`src/rtl/regfile_wr_ctrl.sv`:
```
// Register-file write-port arbiter: shares the single write port between the WB stage
// and a small MDU result FIFO, and zeroes r1..r31 after reset since the regfile has no reset.
module regfile_wr_ctrl #(
    parameter int DATA_W         = 32,
    parameter int FIFO_DEPTH     = 2,
    parameter int STARVE_LIMIT   = 4,
    parameter bit CLEAR_ON_RESET = 1'b1
) (
    input  logic              clk,
    input  logic              reset,
    input  logic              wb_write,
    input  logic [4:0]        wb_addr,
    input  logic [DATA_W-1:0] wb_data,
    input  logic              mdu_valid,
    input  logic [4:0]        mdu_addr,
    input  logic [DATA_W-1:0] mdu_data,
    output logic              mdu_ready,
    input  logic [4:0]        rdAddrA,
    input  logic [4:0]        rdAddrB,
    output logic              hazA,
    output logic              hazB,
    output logic              rf_write,
    output logic [4:0]        rf_wrAddr,
    output logic [DATA_W-1:0] rf_wrData,
    output logic              stall,
    output logic              busy
);

    localparam int PTR_W = (FIFO_DEPTH > 1) ? $clog2(FIFO_DEPTH) : 1;
    localparam int STV_W = (STARVE_LIMIT > 0) ? $clog2(STARVE_LIMIT + 1) : 1;

    typedef enum logic {CLEAR, RUN} ctrlState_t;

    ctrlState_t           state;
    logic [4:0]           clrCnt;
    logic [STV_W-1:0]     starveCnt;
    logic [PTR_W-1:0]     rdPtr;
    logic [PTR_W-1:0]     wrPtr;
    logic [FIFO_DEPTH-1:0] slotValid;
    logic [4:0]           fifoAddr [FIFO_DEPTH];
    logic [DATA_W-1:0]    fifoData [FIFO_DEPTH];

    logic running;
    logic empty;
    logic full;
    logic wbWr;
    logic starve;
    logic headWrite;
    logic push;

    // Starvation overrides WB; otherwise WB wins and the FIFO head only drains in idle WB cycles.
    always_comb begin
        running   = reset && (state == RUN);
        empty     = (slotValid == '0);
        full      = &slotValid;
        wbWr      = wb_write && (wb_addr != 5'd0);
        starve    = running && !empty && (starveCnt == STV_W'(STARVE_LIMIT));
        headWrite = running && !empty && (starve || !wbWr);
        mdu_ready = running && (!full || headWrite);
        push      = mdu_valid && mdu_ready && (mdu_addr != 5'd0);
    end

    always_comb begin
        rf_write  = 1'b0;
        rf_wrAddr = 5'd0;
        rf_wrData = '0;
        stall     = 1'b0;
        busy      = 1'b0;
        if (!reset) begin
            stall = 1'b1;
            busy  = CLEAR_ON_RESET;
        end else if (state == CLEAR) begin
            rf_write  = 1'b1;
            rf_wrAddr = clrCnt;
            stall     = 1'b1;
            busy      = 1'b1;
        end else if (headWrite) begin
            rf_write  = 1'b1;
            rf_wrAddr = fifoAddr[rdPtr];
            rf_wrData = fifoData[rdPtr];
            stall     = starve;
        end else if (wbWr) begin
            rf_write  = 1'b1;
            rf_wrAddr = wb_addr;
            rf_wrData = wb_data;
        end
    end

    // Entries never hold r0, so the explicit r0 guard only matters for the read side.
    always_comb begin
        hazA = 1'b0;
        hazB = 1'b0;
        for (int i = 0; i < FIFO_DEPTH; i++) begin
            if (reset && slotValid[i] && (rdAddrA != 5'd0) && (fifoAddr[i] == rdAddrA)) hazA = 1'b1;
            if (reset && slotValid[i] && (rdAddrB != 5'd0) && (fifoAddr[i] == rdAddrB)) hazB = 1'b1;
        end
    end

    always_ff @(posedge clk or negedge reset) begin
        if (!reset) begin
            state     <= CLEAR_ON_RESET ? CLEAR : RUN;
            clrCnt    <= 5'd1;
            starveCnt <= '0;
            rdPtr     <= '0;
            wrPtr     <= '0;
            slotValid <= '0;
        end else begin
            if (state == CLEAR) begin
                clrCnt <= clrCnt + 5'd1;
                if (clrCnt == 5'd31) state <= RUN;
            end
            if (headWrite) begin
                slotValid[rdPtr] <= 1'b0;
                rdPtr            <= rdPtr + PTR_W'(1);
            end
            // A push into the slot being popped must win, hence it comes last.
            if (push) begin
                slotValid[wrPtr] <= 1'b1;
                wrPtr            <= wrPtr + PTR_W'(1);
            end
            if (empty || headWrite) begin
                starveCnt <= '0;
            end else if (running && (starveCnt != STV_W'(STARVE_LIMIT))) begin
                starveCnt <= starveCnt + STV_W'(1);
            end
        end
    end

    always_ff @(posedge clk) begin
        if (push) begin
            fifoAddr[wrPtr] <= mdu_addr;
            fifoData[wrPtr] <= mdu_data;
        end
    end

endmodule

```
`config.mk`:
```
export PLATFORM = sky130hd
export DESIGN_NAME = regfile_wr_ctrl
export DESIGN_NICKNAME = d
export VERILOG_FILES = /design/src/rtl/regfile_wr_ctrl.sv
export SDC_FILE = /design/constraint.sdc
export NUM_CORES = 1
export LEC_CHECK = 0
export ABC_AREA = 1
export ABC_CLOCK_PERIOD_IN_PS = 2630
export BUFFER_PORTS_ARGS = -buffer_cell sky130_fd_sc_hd__buf_2
export CELL_PAD_IN_SITES_DETAIL_PLACEMENT = 1
export CELL_PAD_IN_SITES_GLOBAL_PLACEMENT = 1
export CORE_MARGIN = 3
export CORE_UTILIZATION = 39
export CTS_CLUSTER_DIAMETER = 150
export CTS_CLUSTER_SIZE = 28
export DETAILED_ROUTE_END_ITERATION = 8
export PLACE_DENSITY_LB_ADDON = 0.1
export SLEW_MARGIN = 40
export SYNTH_ARGS = -nofsm -noshare
export SYNTH_HDL_FRONTEND = slang
export SYNTH_SLANG_ARGS = --single-unit
```
`constraint.sdc`:
```
create_clock -name clk -period 2.63 [get_ports clk]
set_input_delay 0.1315 -clock clk [delete_from_list [all_inputs] [get_ports clk]]
set_output_delay 0.1315 -clock clk [all_outputs]
set_load 0.01 [all_outputs]
```
==> Implementation_results.wiki <==
{| class="wikitable"
! Metric !! Value
|-
| Status || completed
|-
| Number of max-cap violations || 0
|-
| Required time at the worst-slack endpoint || approximately 2.5 ns
|-
| CP max stage cell || sky130_fd_sc_hd__dfrtp_1
|-
| Family with the most delay on the worst path || buffers and inverters
|-
| Worst-case clock buffer depth || 2
|-
| Initial antenna violation count || 0
|-
| Utilization after layout || between 50% and 60%
|-
| Crit. End Element || output pin
|-
| CP Capture Point || rf_wrData[7]
|-
| Data arrival time at the worst-slack endpoint || between 2 and 2.5 ns
|-
| CTS H-tree depth || 3
|-
| Endpoint of the worst register-to-register path || fifoData[0][19]
|-
| Floorplan die width || between 100 and 150 um
|-
| Area added between synthesis and finish || 33.5%
|-
| Worst vdd ir || between 0.3 and 0.4 mV
|-
| Highest cell delay on the worst timing path || 0.39 ns
|-
| Minimum clock period after layout || between 2 and 2.5 ns
|-
| WL/cell || around 16 um
|-
| Commonest non-fill, non-tap cells in the layout || sky130_fd_sc_hd__buf_2 (130), sky130_fd_sc_hd__nand2_1 (125), sky130_fd_sc_hd__edfxtp_1 (74)
|-
| Post-CTS Resized || 0
|-
| Share of the clock period used by the worst path || about 87%
|-
| GRT overflow || 0
|-
| Syn Nets || 513
|-
| Sequential element share of the synthesized area || between 50% and 60%
|-
| Number of top-level pins || between 100 and 150
|-
| Area of the placeable core || about 11,000 sq um
|-
| Static leakage power || around 2.6 nW
|-
| RSZ-0062 raised after global routing || false
|-
| Row cnt || 37
|-
| Antenna cells || 0
|-
| Maximum number of pins on one net before global-route repair || 38
|-
| Final sum of negative setup slack || 0 ns
|-
| Worst Hold Class || input pin to flop
|-
| Clock net sink count || between 80 and 90
|-
| Yosys warning count || 0
|-
| Post-synthesis instance area || between 4000 and 5000 sq um
|-
| Share of post-route cells with drive strength above 1 || between 30% and 40%
|-
| TritonCTS clock tree || yes
|-
| Die outline area || around 12,000 sq um
|-
| Buffer and inverter count on the worst path || 4
|-
| Worst Setup Start Kind || flop
|-
| CTS Root Buffer Type || sky130_fd_sc_hd__clkbuf_8
|-
| Max-slew headroom at the worst pin || 67.5%
|-
| Slew Limit Fails || 0
|-
| Initial drt markers || 190
|-
| Detailed Route WL || between 10 and 15 mm
|-
| Overall die height || 111 um
|-
| Clock latency on the worst-skew pair || 0.36 ns
|-
| Synth Register Bits || just under 90
|-
| Postcts setup bufs || 0
|-
| Initial core utilization || 40.9%
|-
| Critical register-to-register path startpoint || starveCnt[0]
|-
| Final clock skew || 0.0139 ns
|-
| Number of standard cells after synthesis || approximately 420
|-
| Number of nets still failing antenna checks after routing || 0
|-
| Launch point of the worst hold path || mdu_valid
|-
| Hold-fix buffer count after cts || 38
|-
| Fmax || ~440 MHz
|-
| Worst-case register-to-register setup slack || around 0.69 ns
|-
| Synth cell types || 30
|-
| Mean Syn Cell Area || between 10 and 15 sq um
|-
| Power, Total || around 4.0 mW
|-
| Finished layout cell area || just under 6000 sq um
|-
| DRC viols || 0
|-
| Fin nets || ~690
|-
| Launch point of the worst path || starveCnt[0]
|-
| Clock transition at path regs || 0.07 ns
|-
| CP Max Fanout || 37
|-
| Vias in the first global route || 3,842
|-
| CTS Buf Count || 9
|-
| First-pass GRT wire length || around 19 mm
|-
| GRT Total Usage || between 10% and 20%
|-
| Critical Setup Path Class || flop to output pin
|-
| Via count || 3,593
|-
| Number of hold violations in the final report || 0
|-
| Number of endpoints failing setup at the final stage || 0
|-
| Power density relative to cell area || between 600 and 700 nW/um^2
|-
| Cells along the critical path || inv_1 -> ha_1 -> nand2_1 -> inv_1 -> nand2_4 -> nand2_2 -> buf_4 -> nand2_1 -> a21oi_1 -> buf_2
|-
| Critical path depth || 10
|-
| FF-to-FF path depth || 9
|-
| Most common library cell in the layout ignoring fill and taps || sky130_fd_sc_hd__buf_2
|-
| Post-DP HPWL || between 8 and 9 mm
|-
| RD Place Congestion || 0.808
|-
| Area post-placement || 5170 sq um
|-
| Port Buffer Count || 130
|-
| Per-cell via count in the routed design || between 4 and 5
|-
| Length of the first detailed-routing pass in iterations || 4
|-
| Pin slew with the least headroom to its limit || between 0.4 and 0.5 ns
|-
| Final-layout worst hold slack || ~0.23 ns
|}
==> state kept, by name, summed over array words and instances, names as in the netlist <==
name       flops
starveCnt      3
rdPtr          1
state          1
wrPtr          1
fifoAddr      10
clrCnt         5
slotValid      2
fifoData      64
==> worst min-delay path by stage <==
stage                        end  slack (ns)  cells after the start
floorplan              clrCnt[1]       -0.16                      0
global placement       clrCnt[3]        0.14                      2
detailed placement     clrCnt[2]        0.15                      2
CTS                        wrPtr        0.22                      6
global route        slotValid[1]        0.30                      5
finish                     wrPtr        0.23                      6
==> per-layer routing <==
layer / routed length (um) / track usage, % / up-vias
met5: 0 / 0 / -
met4: 201 / 5.92 / 0
met3: 555 / 3.98 / 16
met2: 6020 / 35.1 / 101
met1: 5120 / 23.1 / 1710
li1: - / - / 1766
==> cell usage after synthesis, drive strengths merged <==
master / number / area [sq um]
edfxtp: 74 / 2220
buf: 7 / 45.0
mux2i: 1 / 10.0
nor2: 17 / 73.8
a21oi: 42 / 210
xor2: 8 / 70.1
nand3b: 1 / 7.51
nor3: 5 / 25.0
or2: 4 / 25.0
xnor2: 6 / 52.6
o21ai: 5 / 25.0
clkbuf: 8 / 30.0
ha: 4 / 50.1
nand2: 128 / 493
nand3: 16 / 85.1
inv: 40 / 150
dfrtp: 12 / 300
a31oi: 1 / 6.26
nand4: 9 / 56.3
dfstp: 1 / 26.3
o22ai: 1 / 6.26
mux2: 31 / 349
==> tightest hold or removal path, delay by kind of cell <==
kind | cells | cell delay [ns]
AOI/OAI and AO/OA | 1 | 0.06
and+or+nand+nor | 3 | 0.18
buffers and inverters | 2 | 0.17
==> metrics by stage <==
| step | std cells | worst slack, ns |
|---|---|---|
| final | 735 | 0.334 |
| after detailed placement | 681 | 0.666 |
| after global placement | 681 | 0.777 |
| after CTS | 735 | 0.315 |
| after floorplan | 421 | 0.457 |
| after global routing | 735 | 0.142 |
==> final cells by class <==
| class | count | area (sq um) |
|---|---|---|
| clock buffers | 15 | 209 |
| clock inverters | 1 | 5.00 |
| fillers | 1229 | 4790 |
| inverters | 40 | 150 |
| multi-input cells | 279 | 1550 |
| flip-flops and latches | 87 | 2550 |
| well taps | 136 | 170 |
| repair buffers | 177 | 1140 |
==> where the power goes <==
part | leakage, nW | switching (mW) | internal (mW)
logic | 1.66 | 0.632 | 0.540
registers | 0.838 | 0.133 | 1.70
clock network | 0.110 | 0.453 | 0.510
total | 2.60 | 1.22 | 2.75
==> cells by family after synthesis <==
kind of cell,after synthesis,share of synthesized area (%)
and+or+nand+nor,180,17.7
DFF,87,59.0
buffers and inverters,55,5.21
AOI/OAI and AO/OA,49,5.74
muxes,32,8.31
xor gates and xnor gates,14,2.84
adders and majority gates,4,1.16
No activity file was read; power rests on OpenSTA's default activity.
